<file path="config.mk">
export PLATFORM = sky130hd
export DESIGN_NAME = reduce_gate_pipe
export DESIGN_NICKNAME = d
export VERILOG_FILES = /design/src/rtl/gate_pkg.sv /design/src/rtl/reduce_gate_pipe_group.sv /design/src/rtl/reduce_gate_pipe.sv
export SDC_FILE = /design/constraint.sdc
export NUM_CORES = 1
export LEC_CHECK = 0
export BUFFER_PORTS_ARGS = -buffer_cell sky130_fd_sc_hd__clkbuf_2
export CORE_AREA = 2 2 42 44
export CTS_CLUSTER_SIZE = 20
export DETAILED_ROUTE_END_ITERATION = 10
export DIE_AREA = 0 0 44 46
export PLACE_DENSITY = 0.82
export RECOVER_POWER = 25
export SYNTH_ARGS = -nofsm -noshare
export SYNTH_HDL_FRONTEND = slang
export SYNTH_SLANG_ARGS = --single-unit
</file>
<file path="constraint.sdc">
create_clock -name clk -period 2.2 [get_ports clk]
set_input_delay 0.22 -clock clk [delete_from_list [all_inputs] [get_ports clk]]
set_output_delay 0.22 -clock clk [all_outputs]
set_load 0.02 [all_outputs]
</file>
<file path="src/rtl/gate_pkg.sv">
// Shared encodings for the reduction gate pipeline: mode codes, base-op enum and mode decode helpers.
package gate_pkg;

  localparam logic [2:0] MODE_AND  = 3'd0;
  localparam logic [2:0] MODE_OR   = 3'd1;
  localparam logic [2:0] MODE_XOR  = 3'd2;
  localparam logic [2:0] MODE_NAND = 3'd3;
  localparam logic [2:0] MODE_NOR  = 3'd4;
  localparam logic [2:0] MODE_XNOR = 3'd5;

  typedef enum logic [1:0] {
    OP_AND = 2'd0,
    OP_OR  = 2'd1,
    OP_XOR = 2'd2
  } base_op_e;

  // Value a masked-off input takes so it cannot change the reduction.
  function automatic logic identity_of(input logic [2:0] mode);
    return (mode == MODE_AND) || (mode == MODE_NAND);
  endfunction

  function automatic base_op_e base_of(input logic [2:0] mode);
    case (mode)
      MODE_AND, MODE_NAND: return OP_AND;
      MODE_OR,  MODE_NOR:  return OP_OR;
      default:             return OP_XOR;
    endcase
  endfunction

  function automatic logic inv_of(input logic [2:0] mode);
    return (mode == MODE_NAND) || (mode == MODE_NOR) || (mode == MODE_XNOR);
  endfunction

  function automatic logic illegal_of(input logic [2:0] mode);
    return mode > MODE_XNOR;
  endfunction

endpackage

</file>
<file path="src/rtl/reduce_gate_pipe_group.sv">
// Combinational W-input reduction with a selectable AND/OR/XOR base function.
module reduce_group
  import gate_pkg::*;
#(
  parameter int W = 4
) (
  input  logic [W-1:0] data_i,
  input  base_op_e     op_i,
  output logic         res_o
);

  always_comb begin
    case (op_i)
      OP_AND:  res_o = &data_i;
      OP_OR:   res_o = |data_i;
      default: res_o = ^data_i;
    endcase
  end

endmodule

</file>
<file path="src/rtl/reduce_gate_pipe.sv">
// Two-stage N-input masked reduction gate with valid/ready handshake.
// Optional popcount output enabled by defining REDUCE_GATE_COUNT_EN.
module reduce_gate_pipe
  import gate_pkg::*;
#(
  parameter int N_INPUTS = 7,
  parameter int GROUP    = 4
) (
  input  logic                clk,
  input  logic                rst_n,
  input  logic [N_INPUTS-1:0] in_data,
  input  logic [N_INPUTS-1:0] in_mask,
  input  logic [2:0]          in_mode,
  input  logic                in_valid,
  output logic                in_ready,
  output logic                out_s,
  output logic                out_err,
  output logic                out_valid,
  input  logic                out_ready
`ifdef REDUCE_GATE_COUNT_EN
  ,
  output logic [$clog2(N_INPUTS+1)-1:0] out_count
`endif
);

  localparam int NGROUPS = (N_INPUTS + GROUP - 1) / GROUP;
  localparam int CW      = $clog2(N_INPUTS + 1);
  localparam int GCW     = $clog2(GROUP + 1);

  logic                s1_valid_q, s2_valid_q;
  logic                s1_adv, s2_adv;
  logic [N_INPUTS-1:0] masked;
  logic [NGROUPS-1:0]  grp_d, grp_q;
  base_op_e            op_d, op_q;
  logic                inv_q, err_q;
  logic                fin_res;
  logic                out_s_d, out_s_q, out_err_q;

  assign s2_adv   = !s2_valid_q || out_ready;
  assign s1_adv   = !s1_valid_q || s2_adv;
  assign in_ready = s1_adv;

  assign op_d = base_of(in_mode);

  always_comb begin
    for (int i = 0; i < N_INPUTS; i++)
      masked[i] = in_mask[i] ? in_data[i] : identity_of(in_mode);
  end

`ifdef REDUCE_GATE_COUNT_EN
  logic [NGROUPS-1:0][GCW-1:0] cnt_d, cnt_q;
  logic [CW-1:0]               cnt_sum, cnt_out_q;
`endif

  // Last group is only as wide as the inputs left over; no padding slots exist.
  for (genvar g = 0; g < NGROUPS; g++) begin : g_grp
    localparam int LO = g * GROUP;
    localparam int HI = ((g + 1) * GROUP < N_INPUTS) ? (g + 1) * GROUP - 1 : N_INPUTS - 1;

    reduce_group #(.W(HI - LO + 1)) u_grp (
      .data_i (masked[HI:LO]),
      .op_i   (op_d),
      .res_o  (grp_d[g])
    );

`ifdef REDUCE_GATE_COUNT_EN
    logic [GCW-1:0] cnt;
    always_comb begin
      cnt = '0;
      for (int i = LO; i <= HI; i++) cnt = cnt + GCW'(in_data[i] & in_mask[i]);
    end
    assign cnt_d[g] = cnt;
`endif
  end

  reduce_group #(.W(NGROUPS)) u_fin (
    .data_i (grp_q),
    .op_i   (op_q),
    .res_o  (fin_res)
  );

  assign out_s_d = !err_q && (fin_res ^ inv_q);

`ifdef REDUCE_GATE_COUNT_EN
  always_comb begin
    cnt_sum = '0;
    for (int g = 0; g < NGROUPS; g++) cnt_sum = cnt_sum + CW'(cnt_q[g]);
  end
`endif

  always_ff @(posedge clk or negedge rst_n) begin
    if (!rst_n) begin
      s1_valid_q <= 1'b0;
      grp_q      <= '0;
      op_q       <= OP_AND;
      inv_q      <= 1'b0;
      err_q      <= 1'b0;
      s2_valid_q <= 1'b0;
      out_s_q    <= 1'b0;
      out_err_q  <= 1'b0;
`ifdef REDUCE_GATE_COUNT_EN
      cnt_q      <= '0;
      cnt_out_q  <= '0;
`endif
    end else begin
      if (s1_adv) begin
        s1_valid_q <= in_valid;
        if (in_valid) begin
          grp_q <= grp_d;
          op_q  <= op_d;
          inv_q <= inv_of(in_mode);
          err_q <= illegal_of(in_mode);
`ifdef REDUCE_GATE_COUNT_EN
          cnt_q <= cnt_d;
`endif
        end
      end
      if (s2_adv) begin
        s2_valid_q <= s1_valid_q;
        if (s1_valid_q) begin
          out_s_q   <= out_s_d;
          out_err_q <= err_q;
`ifdef REDUCE_GATE_COUNT_EN
          cnt_out_q <= err_q ? '0 : cnt_sum;
`endif
        end
      end
    end
  end

  assign out_valid = s2_valid_q;
  assign out_s     = out_s_q;
  assign out_err   = out_err_q;
`ifdef REDUCE_GATE_COUNT_EN
  assign out_count = cnt_out_q;
`endif

endmodule

</file>
Word-level counts from Yosys, hierarchy flattened
Index checks and enable logic that the tools add are counted.
{ "classes": {"magnitude_cmp": 1, "n_eq_ne": 6, "muxes": 11, "bitwise_logic": 1, "reduce_logical": 25} }
{ "ops": {"columns": ["op", "count"], "rows": [
  ["2-to-1 mux 1 bit", 7],
  ["== test 3 bit (second input constant)", 2],
  ["case mux 1 bit (2 select lines)", 3],
  ["AND reduction 2 bit", 3],
  ["OR reduction 2 bit", 3],
  ["logical OR 1 bit", 5],
  ["== test 2 x 1 -> 1 bit (second input constant)", 2],
  ["logical NOT 2 bit", 2],
  ["case mux 2 bit (2 select lines)", 1],
  ["AND reduction 4 bit", 1],
  ["OR reduction 4 bit", 1],
  ["XOR reduction 4 bit", 1],
  ["== test 3 x 1 -> 1 bit (second input constant)", 1],
  ["== test 3 x 2 -> 1 bit (second input constant)", 1],
  ["> comparator 3 bit (second input constant)", 1],
  ["logical NOT 1 bit", 3],
  ["logical NOT 3 bit", 1],
  ["AND reduction 3 bit", 1],
  ["OR reduction 3 bit", 1],
  ["XOR reduction 3 bit", 1],
  ["XOR reduction 2 bit", 1],
  ["logical AND 1 bit", 1],
  ["bitwise XOR 1 bit", 1]
]} }
{ "word_totals": {"ff_bits": 10, "input_bits": 21, "output_inout_bits": 4} }

Longest topological paths before layout
Gate-level depths: netlist of run 1.
{ "depth": {"ltp_word": 5, "mapped_depth": 9} }

By module
Synthesis of run 1 repeated with hierarchy kept, for this count alone.
{ "hier_totals": {"hier_cells": 78, "area_unflattened_um2": 743.2} }
{ "by_module_without_submodules": {"columns": ["module", "n_inst", "cells_per_inst", "area_each_um2"], "rows": [
  ["reduce_gate_pipe", 1, 49, 523.0],
  ["reduce_group at g_grp[0].u_grp", 1, 12, 98.8],
  ["reduce_group at g_grp[1].u_grp", 1, 9, 62.6],
  ["reduce_group at u_fin", 1, 8, 58.8]
]} }

Worst setup path before layout of run 1
No wires, ideal clock.
{ "synth_timing": {"path_kind": "input to register", "start": "input in_mode[1]", "end": "register grp_q[0]", "arrival_time_ns": 1.468, "required_time_ns": 2.108, "path_slack_ns": 0.640, "path_stages": 8, "cell_sequence": "or2_1 a21o_4 o21a_4 inv_2 ha_1 xor2_1 nor2_1 o31ai_2"} }
{ "synth_between": {"elab_chain_len": 5, "elab_cells_between_ends": 18, "cone_classes": "eq/ne: 4; mux: 6; reduce/logical: 8"} }
{ "synth_lines": {"columns": ["element", "line", "text"], "rows": [
  ["start, declared", "reduce_gate_pipe.sv:13", "input logic [2:0] in_mode,"],
  ["== test 3 bit (tied with other cells)", "gate_pkg.sv:23", "case (mode)"],
  ["OR reduction 2 bit / logical OR 1 bit (equally long branches)", "gate_pkg.sv:23, gate_pkg.sv:19", null],
  ["case mux 2 bit (2 select lines) / 2-to-1 mux 1 bit (equally long branches)", "gate_pkg.sv:23, reduce_gate_pipe.sv:47", null],
  ["== test 2 x 1 -> 1 bit (tied with other cells)", "reduce_gate_pipe_group.sv:13", "case (op_i)"],
  ["case mux 1 bit (2 select lines) (*)", "reduce_gate_pipe_group.sv:13", null],
  ["end signal, assigned", "reduce_gate_pipe.sv:109", "grp_q <= grp_d;"],
  ["end, declared", "reduce_gate_pipe.sv:33", "logic [NGROUPS-1:0] grp_d, grp_q;"]
]} }
Mark *: on every way between the ends. The rest lies on a longest branch, timed or not.
A chain may end at the register's enable or synchronous reset.

Final worst setup path of run 1
Ends and elaborated chain as after synthesis.

==> impl_metrics.py, run 1 <==
metrics = {
    "clock_network": {
        "path_clk_slew_ns": 0.06,
        "ctsRootBufferMaster": "clkbuf_4",
        "clock_path_buffers": 2,
        "cts_resized": 0,
        "clk_latency_ns": 0.26,
        "cts-htree-levels": 1,
        "cts_buffers": 3,
        "cts_tree": "done",
        "numClockSinks": 10,
    },
    "floorplanning": {
        "die_w_um": 44,
        "placementRows": 15,
        "coreArea_mm2": 0.00161,
        "die_h_um": 46,
        "start_util": 0.483,
        "die-area_mm2": 0.00202,
        "num_io_pins": 25,
    },
    "yosys": {
        "syn_area_per_cell_um2": 9.17,
        "yosys.area.top_type": "dfrtp_1",
        "ys_types": 29,
        "syn_inst": 85,
        "synthTopCellsByArea": "dfrtp_1 (32%), ha_1 (13%), nand2_1 (9.6%)",
        "yosysWarnings": 0,
        "yosys.area.top_type_share": 0.321,
        "synth-seq-area-share": 0.321,
        "synth.cell_area_um2": 779,
        "ys_seq_elements": 10,
        "syn_nets": 114,
    },
    "worst_hold_path": {
        "min_to": "s1_valid_q",
        "hold_path.class": "primary input to flip-flop",
        "min_from": "in_valid",
        "hold_depth": 2,
    },
    "setup_path": {
        "reg2reg_slack_ns": 0.86,
        "cp_max_fo": 7,
        "end_kind": "flip-flop",
        "r2r-start": "grp_q[0]",
        "crit_path_start_kind": "primary input",
        "r2r_cells": 6,
        "crit_required_ns": 2.38,
        "crit_chain": "clkbuf_2, or2_1, a21o_4, o21a_4, inv_2, ha_1, nand2_1, o21ai_0, a21oi_1, o31ai_2",
        "r2r_end": "out_s",
        "slowest_delay_ns": 0.25,
        "worst_path_max_delay_cell": "or2_1",
        "arrival_ns": 1.68,
        "critical_path_class": "primary input to flip-flop",
    },
    "timing": {
        "timing.final.crit_share": 0.683,
        "setup_ws_ns": 0.698,
        "finalClockSkew_ns": 0.00407,
        "maxSlewHeadroom": 0.651,
        "tightest_slew_ns": 0.523,
        "finalHoldViolCount": 0,
        "fin_tns_setup_ns": 0,
        "rsz0062_at_grt": "false",
        "period_minus_slack_ns": 1.50,
        "fmax_mhz": 666,
        "slew_violations": 0,
        "setup_viol": 0,
    },
    "global_route": {
        "grt_pass1_wl_um": 2140,
        "grt_usage": 0.145,
        "grt_pass1_vias": 579,
        "grt_max_degree": 12,
        "antenna_found_initial": 0,
        "overflow": 0,
    },
    "route": {
        "first_iter_violations": 3,
        "via_per_inst": 5.09,
        "wl_per_cell_um": 9.93,
        "drt-pass1-iter-count": 4,
        "antenna_left": 0,
        "vias": 656,
        "routed_wl_um": 1280,
        "drcViolationCount": 0,
    },
    "place": {
        "place_worst_setup_slack_ns": 0.403,
        "port-buffer-count": 24,
        "routabilityCongestion": 0.742,
        "placed_area_um2": 916,
        "dpl.hpwl_um": 1110,
    },
    "power": {
        "leakagePower_uw": 0.000482,
        "p_total_uw": 560,
        "peakVddDrop_mv": 0.261,
        "power_density_mw_per_mm2": 591,
    },
    "layout": {
        "areaGrowthSynthToFinish_pct": 21.5,
        "fin_nets": 143,
        "design_area_um2": 947,
        "fin_util": 0.587,
        "diodes": 0,
        "drive_gt1_frac": 0.384,
    },
    "job": {
        "cap_violations": 0,
    },
    "outcome": {
        "outcome": "complete, no violations",
    },
}
[layout by cell type (no fill, tap or decap)]
cell / Yosys / routed
and2_1: 1 / 1
o21ai_0: 4 / 4
dfrtp_1: 10 / 10
o22ai_2: 1 / 1
o21a_4: 1 / 1
or2_1: 1 / 1
inv_2: 1 / 1
a21oi_1: 1 / 1
o31ai_4: 1 / 1
inv_1: 8 / 8
nor2_1: 2 / 2
a31o_2: 1 / 1
o21ai_1: 1 / 1
nand2b_1: 3 / 3
a21o_4: 1 / 1
mux2i_1: 1 / 1
nor2_2: 1 / 1
xor2_1: 1 / 1
clkbuf_4: 0 / 3
o31ai_2: 1 / 1
nand3b_1: 1 / 1
mux2_2: 3 / 3
dlygate4sd3_1: 0 / 1
clkbuf_2: 0 / 23
clkbuf_1: 0 / 1
xnor2_1: 3 / 3
o31ai_1: 1 / 1
nand2_1: 20 / 20
a21boi_0: 1 / 1
o21ba_2: 1 / 1
ha_1: 8 / 8
o21ai_2: 5 / 5
[layer usage]
metal,up-vias,routed length (µm),track usage
met5,-,0,0
met4,0,21,0.0727
met3,3,88,0.0278
met2,23,673,0.282
met1,296,497,0.146
li1,334,-,-
[logic make-up after synthesis]
group / Yosys count / synth area share
and+or+nand+nor: 29 / 0.164
AOI/OAI and AO/OA: 20 / 0.236
buffers and inverters: 10 / 0.0497
DFF: 10 / 0.321
adders and majority gates: 8 / 0.128
xor gates and xnor gates: 4 / 0.0450
muxes: 4 / 0.0562
[registers in the layout (all words and copies together) (netlist names)]
register,cells
out_s,1
op_q,2
err_q,1
inv_q,1
out_valid,1
out_err,1
s1_valid_q,1
grp_q,2
[critical path: cells and delay by family]
kind | cells | cell delay [ns]
AO/OA/AOI/OAI | 5 | 0.88
buffers and inverters | 2 | 0.17
AND/OR/NAND/NOR | 2 | 0.29
adder cells (fa/ha/maj) | 1 | 0.12
[per-stage QoR]
step                      hold WS, ns  instances
final                           0.165        129
after global routing            0.171        129
after CTS                       0.158        129
after detailed placement       0.0956        125
after global placement         0.0915        125
after floorplan               -0.0756         85
[cell type report]
class	count	area (µm²)
Clock buffer	3	22.5
Fill cell	164	667
Inverter	9	33.8
Multi-Input combinational cell	65	490
Sequential cell	10	250
Tap cell	17	21.3
Timing Repair Buffer	25	129
[repair_timing]
item | in CTS | in global routing
hold endpoints to repair | 10 | 0
setup buffers | 0 | 0
hold buffers | 1 | 0
[how the worst max path moves through the flow]
stage	slack, ns	endpoint	from	cells past startpoint
global route	0.57	grp_q[0]	in_mode[1]	10
CTS	0.68	grp_q[0]	in_mode[1]	10
finish	0.70	grp_q[0]	in_mode[1]	10
detailed placement	0.40	grp_q[0]	in_mode[1]	10
floorplan	0.64	grp_q[0]	in_mode[1]	8
global placement	0.45	grp_q[0]	in_mode[1]	9
[synthesized netlist by cell type]
library cell  instances
a21oi_1               1
buf_2                 1
o31ai_2               1
mux2i_1               1
nand2b_1              3
mux2_2                3
o21ai_0               4
and2_1                1
nor2_2                1
o21ba_2               1
ha_1                  8
a21o_4                1
a21boi_0              1
nor2_1                2
inv_2                 1
o21a_4                1
o21ai_2               5
o31ai_4               1
a31o_2                1
inv_1                 8
nand3b_1              1
o21ai_1               1
dfrtp_1              10
o22ai_2               1
nand2_1              20
or2_1                 1
o31ai_1               1
xnor2_1               3
xor2_1                1
[report_power, final]
part | internal (µW) | switching, µW | total [µW]
registers | 216 | 21.8 | 237
logic | 96.3 | 107 | 204
clock network | 62.9 | 56.5 | 119
total | 375 | 186 | 560
Note: power is estimated with default switching activity, not from simulation.
==> run 2: changes to the inputs <==
ABC_AREA = 1   (was default)
CORE_AREA = 2 2 43 45   (was 2 2 42 44)
DIE_AREA = 0 0 45 47   (was 0 0 44 46)
PLACE_DENSITY = 0.78   (was 0.82)
clock period = 1.55 ns   (was 2.2 ns; I/O delays follow)
==> impl_metrics.py, run 2 <==
metrics = {
    "setup_path": {
        "crit_required_ns": 1.76,
        "end_kind": "flip-flop",
        "crit_path_start_kind": "primary input",
        "crit_path_start": "in_mode[1]",
        "r2r_cells": 8,
        "r2r-start": "grp_q[0]",
        "arrival_ns": 1.54,
        "r2r_end": "out_s",
        "critical_path_class": "primary input to flip-flop",
        "cp_max_fo": 7,
        "reg2reg_slack_ns": 0.33,
        "crit_path_end": "grp_q[1]",
    },
    "yosys": {
        "synth_top_family_by_area": "simple AND/OR/NAND/NOR gates",
        "synthMuxAreaShare": 0,
        "yosys.area.top_type_share": 0.321,
        "synth_xor_area_frac": 0.0112,
        "async_flop_share": 1.00,
        "synth_compound_area_frac": 0.159,
        "synth-seq-area-share": 0.321,
        "yosysMostFrequentCell": "nand2_1",
        "synth-edff-count": 0,
        "synth.cell_area_um2": 779,
        "syn_area_per_cell_um2": 6.90,
        "yosys.area.top_type": "dfrtp_1",
        "syn_nets": 142,
        "yosysWarnings": 0,
        "ys_types": 20,
        "ys_seq_elements": 10,
        "synthTopCellsByArea": "dfrtp_1 (32%), nand2_1 (14%), ha_1 (13%)",
        "synth-simple-area-share": 0.246,
        "synth_fa_ha_area_frac": 0.128,
        "synthTopCellsByCount": "nand2_1 (29), inv_1 (22), dfrtp_1 (10), o21ai_1 (9)",
        "synth_flop_cell": "dfrtp_1",
        "syn_inst": 113,
    },
    "layout": {
        "fin_util": 0.617,
        "final_cell_mix": "nand2_1 (29), clkbuf_2 (23), inv_1 (22), dfrtp_1 (10), o21ai_1 (9)",
        "fillers": 154,
        "multi_input_area_um2": 424,
        "diodes": 0,
        "finalNonFillerCells": 166,
        "largestRegisters": "grp_q (2), op_q (2)",
        "areaGrowthSynthToFinish_pct": 30.7,
        "layout_commonest_cell": "nand2_1",
        "drive_gt1_frac": 0.289,
        "regArea_um2": 250,
        "fin_nets": 179,
    },
    "job": {
        "cap_violations": 0,
    },
    "outcome": {
        "outcome": "complete, no violations",
    },
    "floorplanning": {
        "coreArea_mm2": 0.00165,
        "die_w_um": 45,
        "die-area_mm2": 0.00212,
        "placementRows": 15,
        "num_io_pins": 25,
        "die_h_um": 47,
        "start_util": 0.472,
    },
    "route": {
        "vias": 802,
        "routed_wl_um": 1460,
        "first_iter_violations": 11,
        "antenna_left": 0,
        "via_per_inst": 4.83,
        "drt-pass1-iter-count": 4,
        "drcViolationCount": 0,
        "wl_per_cell_um": 8.81,
    },
    "clock_network": {
        "cts_buffers": 3,
        "cts-htree-levels": 1,
        "clock_path_buffers": 2,
        "ctsRootBufferMaster": "clkbuf_4",
        "cts_hold_buf": 1,
        "clk_latency_ns": 0.27,
        "cts_tree": "done",
        "cts_resized": 0,
        "path_clk_slew_ns": 0.07,
        "numClockSinks": 10,
        "postCtsSetupBuffers": 0,
    },
    "global_route": {
        "overflow": 0,
        "grt_max_degree": 11,
        "grt_usage": 0.165,
        "antenna_found_initial": 0,
        "grt_pass1_vias": 746,
        "grt_pass1_wl_um": 2530,
    },
    "timing": {
        "tightest_slew_ns": 0.530,
        "rsz0062_at_grt": "false",
        "period_minus_slack_ns": 1.33,
        "timing.final.crit_share": 0.858,
        "fmax_mhz": 752,
        "setup_viol": 0,
        "maxSlewHeadroom": 0.647,
        "finalClockSkew_ns": 0.00268,
        "slew_violations": 0,
        "finalHoldViolCount": 0,
    },
    "power": {
        "leakagePower_uw": 0.000610,
        "peakVddDrop_mv": 0.302,
        "power_density_mw_per_mm2": 890,
    },
    "place": {
        "port-buffer-count": 24,
        "dpl.hpwl_um": 1270,
        "placedCellCount": 161,
        "routabilityCongestion": 0.734,
    },
    "worst_hold_path": {
        "hold_path.class": "primary input to flip-flop",
    },
}
## run 2: cell count changes after synthesis, moves of 3 or more
| cell | delta |
|---|---|
| o21ai_2 | -5 |
| nand2_1 | +9 |
| inv_1 | +14 |
| inv_2 | +5 |
| o21ai_1 | +8 |
| mux2_2 | -3 |
| nand3_1 | +8 |
| xnor2_1 | -3 |
| a21oi_1 | +3 |
| nand2b_1 | -3 |
## run 2: worst max-delay path, cell delays in order
cell	delay, ns
clkbuf_2	0.10
nor2_1	0.14
nand2_1	0.10
nand2_4	0.10
nand2_1	0.05
o21ai_1	0.12
ha_1	0.29
o31a_1	0.30
nand2_1	0.06
nand3_1	0.08
nand2_1	0.06
## run 2: logic make-up (layout without fill, tap and decap cells)
kind of cell / Yosys count / in the layout
AOI/OAI and AO/OA: 22 / 22
xor gates and xnor gates: 1 / 1
adders and majority gates: 8 / 8
buffers and inverters: 28 / 64
DFF: 10 / 10
and+or+nand+nor: 44 / 44
## run 2: through the flow
step	setup TNS [ns]	cell area (µm²)	power (µW)	hold slack (ns)	worst slack, ns
global route	0	1020	984	0.159	0.0899
detailed placement	-0.0572	973	678	0.0304	-0.0572
floorplan	0	779	560	-0.141	0.145
CTS	0	1020	918	0.132	0.224
finish	0	1020	906	0.137	0.221
global placement	0	973	662	0.0268	0.00242
## run 2: cell type report
| class | instances | share of cell area |
|---|---|---|
| multi-input combinational | 75 | 0.416 |
| sequential | 10 | 0.246 |
| timing repair buffer | 32 | 0.178 |
| inverter | 28 | 0.103 |
| clock buffer | 4 | 0.0356 |
| tap | 17 | 0.0209 |
## run 2: per-layer routing
| metal | vias to the layer above | global-route usage | routed length [µm] |
|---|---|---|---|
| met4 | 0 | 0.100 | 9 |
| met5 | - | 0 | 0 |
| li1 | 431 | - | - |
| met3 | 2 | 0.0346 | 73 |
| met1 | 344 | 0.148 | 575 |
| met2 | 25 | 0.334 | 804 |
## run 2: worst min path at each step
stage                     slack, ns  startpoint  depth (start not counted)    endpoint
after floorplan               -0.14       rst_n                          0       err_q
after global placement         0.03       rst_n                          1       out_s
after detailed placement       0.03       rst_n                          1     out_err
after CTS                      0.13    in_valid                          3  s1_valid_q
after global routing           0.16    in_valid                          3  s1_valid_q
final                          0.14    in_valid                          3  s1_valid_q
## run 2: power by group
| part | switching, µW | total (µW) | internal (µW) | leakage [µW] |
|---|---|---|---|---|
| clock | 94.9 | 238 | 143 | 0.0000210 |
| sequential | 30.8 | 346 | 316 | 0.000121 |
| combinational | 187 | 322 | 135 | 0.000468 |
| total | 312 | 906 | 594 | 0.000610 |
